<file path="config.mk">
export PLATFORM = sky130hd
export DESIGN_NAME = tcam_route_writer
export DESIGN_NICKNAME = d
export VERILOG_FILES = /design/src/rtl/tcam_pkg.sv /design/src/rtl/tcam_mask_check.sv /design/src/rtl/tcam_route_writer.sv
export SDC_FILE = /design/constraint.sdc
export NUM_CORES = 2
export LEC_CHECK = 0
export ABC_AREA = 1
export BUFFER_PORTS_ARGS = -buffer_cell sky130_fd_sc_hd__buf_2
export CAP_MARGIN = 20
export CORE_UTILIZATION = 61
export CTS_CLUSTER_DIAMETER = 80
export DETAILED_ROUTE_END_ITERATION = 16
export PLACE_DENSITY = 0.83
export SLEW_MARGIN = 20
export SYNTH_ARGS = -nofsm -noshare
export SYNTH_HDL_FRONTEND = slang
export SYNTH_SLANG_ARGS = --single-unit
</file>
<file path="constraint.sdc">
create_clock -name clk -period 32.7 [get_ports clk]
set_clock_uncertainty 0.15 [all_clocks]
set_input_delay 3.27 -clock clk [delete_from_list [all_inputs] [get_ports clk]]
set_output_delay 3.27 -clock clk [all_outputs]
set_load 0.005 [all_outputs]
</file>
<file path="src/rtl/tcam_pkg.sv">
// Shared types and constants for the route-lookup TCAM writer and its bench.
package tcam_pkg;

  localparam int TCAM_WIDTH = 32;
  localparam int TCAM_SIZE  = 8;

  typedef enum logic {
    OP_ADD = 1'b0,
    OP_DEL = 1'b1
  } op_e;

  typedef enum logic [1:0] {
    ST_OK       = 2'd0,
    ST_FULL     = 2'd1,
    ST_BADMASK  = 2'd2,
    ST_NOTFOUND = 2'd3
  } status_e;

  typedef enum logic [2:0] {
    S_IDLE   = 3'd0,
    S_CHECK  = 3'd1,
    S_SEARCH = 3'd2,
    S_WRITE  = 3'd3,
    S_RESP   = 3'd4
  } state_e;

  // Content word layout {if_idx, netmask, prefix}
  localparam int IFIDX_LSB  = 2 * TCAM_WIDTH;
  localparam int MASK_LSB   = TCAM_WIDTH;
  localparam int PREFIX_LSB = 0;

endpackage

</file>
<file path="src/rtl/tcam_mask_check.sv">
// Combinational netmask checker: contiguous-from-MSB flag and popcount.
module tcam_mask_check #(
  parameter int WIDTH = 32
) (
  input  logic [WIDTH-1:0] mask_i,
  output logic             contig_o,
  output logic [7:0]       plen_o
);

  logic [WIDTH-1:0] inv_s;

  // A mask of leading ones has an inverse of trailing ones, so inv & (inv+1) is zero.
  always_comb begin
    inv_s    = ~mask_i;
    contig_o = ((inv_s & (inv_s + {{(WIDTH-1){1'b0}}, 1'b1})) == {WIDTH{1'b0}});
    plen_o   = 8'd0;
    for (int i = 0; i < WIDTH; i++) begin
      plen_o = plen_o + {7'd0, mask_i[i]};
    end
  end

endmodule

</file>
<file path="src/rtl/tcam_route_writer.sv">
// Route-table programmer driving the TCAM write port from add/delete commands.
// Optional TCAM_WR_MASK_NORMALIZE_EN: clear host bits instead of rejecting them.
module tcam_route_writer
  import tcam_pkg::*;
#(
  parameter int WIDTH = TCAM_WIDTH,
  parameter int SIZE  = TCAM_SIZE,
  parameter int SLOTW = $clog2(SIZE)
) (
  input  logic                 clk,
  input  logic                 rst,
  input  logic                 cmd_valid,
  output logic                 cmd_ready,
  input  logic                 cmd_op,
  input  logic [WIDTH-1:0]     cmd_prefix,
  input  logic [WIDTH-1:0]     cmd_netmask,
  input  logic [3:0]           cmd_if_idx,
  input  logic [WIDTH-1:0]     cmd_next_hop,
  output logic                 resp_valid,
  output logic [1:0]           resp_status,
  output logic [SLOTW-1:0]     resp_slot,
  output logic                 tcam_wr_en,
  output logic [SLOTW-1:0]     tcam_wr_slot,
  output logic [2*WIDTH+3:0]   tcam_wr_entry,
  output logic [WIDTH-1:0]     tcam_wr_next_hop,
  output logic [7:0]           tcam_wr_plen,
  output logic                 tcam_wr_valid,
  output logic [SLOTW:0]       occupancy
);

  localparam logic [SLOTW-1:0] LAST_SLOT = SLOTW'(SIZE - 1);

  state_e             state_q, state_d;
  status_e            status_q, status_d;
  logic [SLOTW-1:0]   slot_q, slot_d;
  op_e                op_q;
  logic [WIDTH-1:0]   prefix_q, mask_q, next_hop_q;
  logic [3:0]         if_idx_q;
  logic [7:0]         plen_q;
  logic [SLOTW-1:0]   idx_q, hit_slot_q, free_slot_q;
  logic               hit_q, free_q;

  logic [WIDTH-1:0]   sh_prefix_q [SIZE];
  logic [WIDTH-1:0]   sh_mask_q   [SIZE];
  logic [SIZE-1:0]    sh_valid_q;
  logic [SLOTW:0]     occ_q;

  logic               wr_en_q, wr_valid_q, resp_valid_q;
  logic [SLOTW-1:0]   wr_slot_q, resp_slot_q;
  logic [2*WIDTH+3:0] wr_entry_q;
  logic [WIDTH-1:0]   wr_nh_q;
  logic [7:0]         wr_plen_q;
  logic [1:0]         resp_status_q;

  logic               contig_s, bad_s, match_s, hit_any_s, free_any_s;
  logic [7:0]         plen_s;
  logic [SLOTW-1:0]   hit_slot_s, free_slot_s;

  tcam_mask_check #(.WIDTH(WIDTH)) u_mask_check (
    .mask_i   (mask_q),
    .contig_o (contig_s),
    .plen_o   (plen_s)
  );

  assign cmd_ready        = (state_q == S_IDLE) && !rst;
  assign resp_valid       = resp_valid_q;
  assign resp_status      = resp_status_q;
  assign resp_slot        = resp_slot_q;
  assign tcam_wr_en       = wr_en_q;
  assign tcam_wr_slot     = wr_slot_q;
  assign tcam_wr_entry    = wr_entry_q;
  assign tcam_wr_next_hop = wr_nh_q;
  assign tcam_wr_plen     = wr_plen_q;
  assign tcam_wr_valid    = wr_valid_q;
  assign occupancy        = occ_q;

  // Next-state logic; the last search cycle folds in the final slot's compare.
  always_comb begin
    state_d     = state_q;
    status_d    = status_q;
    slot_d      = slot_q;
`ifdef TCAM_WR_MASK_NORMALIZE_EN
    bad_s       = !contig_s;
`else
    bad_s       = !contig_s || ((prefix_q & ~mask_q) != {WIDTH{1'b0}});
`endif
    match_s     = sh_valid_q[idx_q] && (sh_prefix_q[idx_q] == prefix_q) &&
                  (sh_mask_q[idx_q] == mask_q);
    hit_any_s   = hit_q || match_s;
    hit_slot_s  = hit_q ? hit_slot_q : idx_q;
    free_any_s  = free_q || !sh_valid_q[idx_q];
    free_slot_s = free_q ? free_slot_q : idx_q;
    case (state_q)
      S_IDLE: begin
        if (cmd_valid) state_d = S_CHECK;
        else           state_d = S_IDLE;
      end
      S_CHECK: begin
        if (bad_s) begin
          state_d  = S_RESP;
          status_d = ST_BADMASK;
          slot_d   = {SLOTW{1'b0}};
        end else begin
          state_d  = S_SEARCH;
        end
      end
      S_SEARCH: begin
        if (idx_q != LAST_SLOT) begin
          state_d = S_SEARCH;
        end else if (hit_any_s) begin
          state_d  = S_WRITE;
          status_d = ST_OK;
          slot_d   = hit_slot_s;
        end else if ((op_q == OP_ADD) && free_any_s) begin
          state_d  = S_WRITE;
          status_d = ST_OK;
          slot_d   = free_slot_s;
        end else begin
          state_d  = S_RESP;
          status_d = (op_q == OP_ADD) ? ST_FULL : ST_NOTFOUND;
          slot_d   = {SLOTW{1'b0}};
        end
      end
      S_WRITE: state_d = S_RESP;
      S_RESP:  state_d = S_IDLE;
      default: state_d = S_IDLE;
    endcase
  end

  // FSM state register.
  always_ff @(posedge clk or posedge rst) begin
    if (rst) begin
      state_q  <= S_IDLE;
      status_q <= ST_OK;
      slot_q   <= {SLOTW{1'b0}};
    end else begin
      state_q  <= state_d;
      status_q <= status_d;
      slot_q   <= slot_d;
    end
  end

  // Command capture and search bookkeeping.
  always_ff @(posedge clk or posedge rst) begin
    if (rst) begin
      op_q        <= OP_ADD;
      prefix_q    <= {WIDTH{1'b0}};
      mask_q      <= {WIDTH{1'b0}};
      next_hop_q  <= {WIDTH{1'b0}};
      if_idx_q    <= 4'd0;
      plen_q      <= 8'd0;
      idx_q       <= {SLOTW{1'b0}};
      hit_q       <= 1'b0;
      hit_slot_q  <= {SLOTW{1'b0}};
      free_q      <= 1'b0;
      free_slot_q <= {SLOTW{1'b0}};
    end else begin
      case (state_q)
        S_IDLE: begin
          if (cmd_valid) begin
            op_q       <= op_e'(cmd_op);
            prefix_q   <= cmd_prefix;
            mask_q     <= cmd_netmask;
            next_hop_q <= cmd_next_hop;
            if_idx_q   <= cmd_if_idx;
          end
        end
        S_CHECK: begin
`ifdef TCAM_WR_MASK_NORMALIZE_EN
          prefix_q <= prefix_q & mask_q;
`endif
          plen_q <= plen_s;
          idx_q  <= {SLOTW{1'b0}};
          hit_q  <= 1'b0;
          free_q <= 1'b0;
        end
        S_SEARCH: begin
          idx_q       <= idx_q + {{(SLOTW-1){1'b0}}, 1'b1};
          hit_q       <= hit_any_s;
          hit_slot_q  <= hit_slot_s;
          free_q      <= free_any_s;
          free_slot_q <= free_slot_s;
        end
        default: ;
      endcase
    end
  end

  // Registered TCAM write port and response, launched from the next state.
  always_ff @(posedge clk or posedge rst) begin
    if (rst) begin
      wr_en_q       <= 1'b0;
      wr_slot_q     <= {SLOTW{1'b0}};
      wr_entry_q    <= {(2*WIDTH+4){1'b0}};
      wr_nh_q       <= {WIDTH{1'b0}};
      wr_plen_q     <= 8'd0;
      wr_valid_q    <= 1'b0;
      resp_valid_q  <= 1'b0;
      resp_status_q <= 2'd0;
      resp_slot_q   <= {SLOTW{1'b0}};
    end else begin
      wr_en_q    <= (state_d == S_WRITE);
      wr_slot_q  <= (state_d == S_WRITE) ? slot_d : {SLOTW{1'b0}};
      if ((state_d == S_WRITE) && (op_q == OP_ADD)) begin
        wr_entry_q <= {if_idx_q, mask_q, prefix_q};
        wr_nh_q    <= next_hop_q;
        wr_plen_q  <= plen_q;
        wr_valid_q <= 1'b1;
      end else begin
        wr_entry_q <= {(2*WIDTH+4){1'b0}};
        wr_nh_q    <= {WIDTH{1'b0}};
        wr_plen_q  <= 8'd0;
        wr_valid_q <= 1'b0;
      end
      resp_valid_q  <= (state_d == S_RESP);
      resp_status_q <= (state_d == S_RESP) ? status_d : 2'd0;
      resp_slot_q   <= (state_d == S_RESP) ? slot_d : {SLOTW{1'b0}};
    end
  end

  // Shadow table and occupancy follow the write port on the same edge.
  always_ff @(posedge clk or posedge rst) begin
    if (rst) begin
      for (int i = 0; i < SIZE; i++) begin
        sh_prefix_q[i] <= {WIDTH{1'b0}};
        sh_mask_q[i]   <= {WIDTH{1'b0}};
      end
      sh_valid_q <= {SIZE{1'b0}};
      occ_q      <= {(SLOTW+1){1'b0}};
    end else if (wr_en_q) begin
      sh_prefix_q[wr_slot_q] <= wr_entry_q[WIDTH-1:0];
      sh_mask_q[wr_slot_q]   <= wr_entry_q[2*WIDTH-1:WIDTH];
      sh_valid_q[wr_slot_q]  <= wr_valid_q;
      occ_q <= occ_q - {{SLOTW{1'b0}}, sh_valid_q[wr_slot_q]} + {{SLOTW{1'b0}}, wr_valid_q};
    end
  end

endmodule

</file>
==> out/results.ini <==
[drt]
first_pass_iters=7
drt-total-wl_mm=98.6
dr_total_vias=30299
via_per_inst=5.74
drt_iter0_drc=3265
routedWlPerCell_um=18.7
final_antenna_net_count=0
drc=0

[finish]
final_util_pct=69.2
antenna-diode-count=0
fin_cells=5279
nFillCells=4440
fin_nets=4609
fin_area_mm2=0.0392
areaGrowthSynthToFinish_pct=11.7
drive_gt1_share_pct=8.73

[die]
die_x_um=242
rows=87
dieHeight_um=242
start_util_pct=62.0
io_pins=228
dieArea_mm2=0.0585
core_area_mm2=0.0566

[setup_path]
path_class=primary input to output pin
end_kind=output pin
reg2regPathDepth=20
cp_data_arrival_time_ps=3780
timing.rr.end=tcam_wr_entry[4]$_DFF_PP0_
worstPathRequired_ps=29280
r2r_slack_ps=26870
critPathLaunchType=primary input
crit_start=rst
reg2reg_from=idx_q[0]$_DFFE_PP0N_
crit_path_max_fanout=2

[logic_synthesis]
ys_seq_elements=767
synth-warning-count=0
synth_area_leaders=dfrtp_1, nand2_1, o21ai_0, nor2_1, inv_1
ys.flop_type=dfrtp_1
async_reset_ff_share_pct=100
ys_types=36
yosysMostFrequentCell=nand2_1
netlist_area_mm2=0.0351
ys_seq_area_share_pct=54.7
synth_edf_count=0
synth_top_area_share_pct=54.7
yosys.area.top_type=dfrtp_1
netlist_top_cells_count=nand2_1, dfrtp_1, o21ai_0, nor2_1, inv_1
syn_area_per_cell_um2=8.00
syn_inst=4382

[hold_path]
holdPathStages=1
timing.hold.worst.class=flip-flop to flip-flop
hp-start=occupancy[3]$_DFFE_PP0P_
hold_end=occupancy[3]$_DFFE_PP0P_

[global_route]
grt_start_max_net_pins=190
overflow=0
track_usage_pct=34.0
grt_pass1_vias=29397
antenna_found_initial=4
grt_pass1_wl_mm=158

[clock_network]
cts_buffers=79
clkSinkCount=767
cts_tree=built
clkTransAtPathRegs_ps=60
postCtsHoldBufs=0
root_buffer=clkbuf_16
ctsLongestPathBuffers=3
cts_resized=0
cts_setup_buffers=0
cts_htree_levels=3
clk-insertion-delay-late_ps=640

[place]
hpwl_mm=57.5
gp_congestion=0.983
dp.cells=5139
io_buffers=225
placed_area_mm2=0.0364

[sta]
finalCriticalPeriod_ps=7200
rsz0062_at_grt=no
finalHoldViolations=0
setup-violations-final=0
drv_slew=0
fin_setup_tns_ps=0
worst_pin_slew_ps=1110
fmax_mhz=139
slew_headroom_pct=26.0
fin_crit_sh_pct=22.0

[power_and_ir_drop]
p_per_area_mw_per_mm2=67.3
p_leak_nw=18.9
vdd_drop_max_mv=0.100

[run_status]
status=finished clean

[flow_run]
maxCapViolCount=0

-- metal layers --
layer,global-route usage [%],routed length (um)
met1,45.1,38600
met3,7.57,9870
met5,0,38
met4,16.6,4590
met2,53.3,45500
-- cell families (layout without fill, tap and decap cells) --
| logic type | count (synthesis) | after routing | share of synthesized area, % |
|---|---|---|---|
| flops | 767 | 767 | 54.7 |
| xor+xnor | 4 | 4 | 0.0999 |
| fa+ha+maj | 41 | 41 | 2.00 |
| other cells | 1 | 2 | 0.0107 |
| simple gates | 2050 | 2050 | 23.0 |
| buf+inv | 660 | 800 | 7.47 |
| compound gates | 859 | 859 | 12.7 |
-- sequential cells by signal, indices dropped and copies added, names as in the netlist, 4 cells and up --
register	count
sh_mask_q	256
sh_valid_q	8
occupancy	4
tcam_wr_plen	6
tcam_wr_next_hop	32
sh_prefix_q	256
plen_q	6
prefix_q	32
if_idx_q	4
tcam_wr_entry	68
mask_q	32
next_hop_q	32
-- where the power goes --
part	internal [mW]	leakage, nW	switching, mW
registers	0.984	10.5	0.0389
logic	0.246	7.07	0.412
clock network	0.578	1.34	0.377
total	1.81	18.9	0.828
-- stage by stage --
| stage | hold WS, ps | worst slack (ps) | power, mW |
|---|---|---|---|
| detailed placement | 311 | 25510 | 1.66 |
| global placement | 295 | 25510 | 1.64 |
| global route | 332 | 25420 | 2.78 |
| floorplan | 278 | 7750 | 1.48 |
| CTS | 322 | 25500 | 2.63 |
| finish | 320 | 25500 | 2.64 |
-- how the worst max path moves through the flow --
stage,to,cells after the start
3_3_place_gp,cmd_ready,3
3_5_place_dp,cmd_ready,3
4_1_cts,cmd_ready,3
6_report,cmd_ready,3
2_1_floorplan,free_q$_DFFE_PP0N_,1
5_1_grt,cmd_ready,3
-- critical path, stage by stage --
cell,delay [ps]
buf_2,130
nor4_1,210
buf_2,170
-- final cells by class --
class,count,area (um^2),area share [%]
sequential,767,19200,49.0
clock inverter,24,407,1.04
inverter,409,1560,3.98
multi-input combinational,2956,13300,34.1
clock buffer,116,2350,6.00
tap,756,946,2.42
timing repair buffer,251,1360,3.47
-- cells in the final DEF (no fill, tap or decap), drive strengths merged, types with 10 or more instances in the layout --
cell,count
nand3,229
o211ai,52
ha,16
buf,251
bufinv,10
inv,404
clkinv,15
clkbuf,116
nand4,12
nor2,486
fa,25
o21ai,793
nand2,1307
dfrtp,767
(Power assumes the default switching activity.)
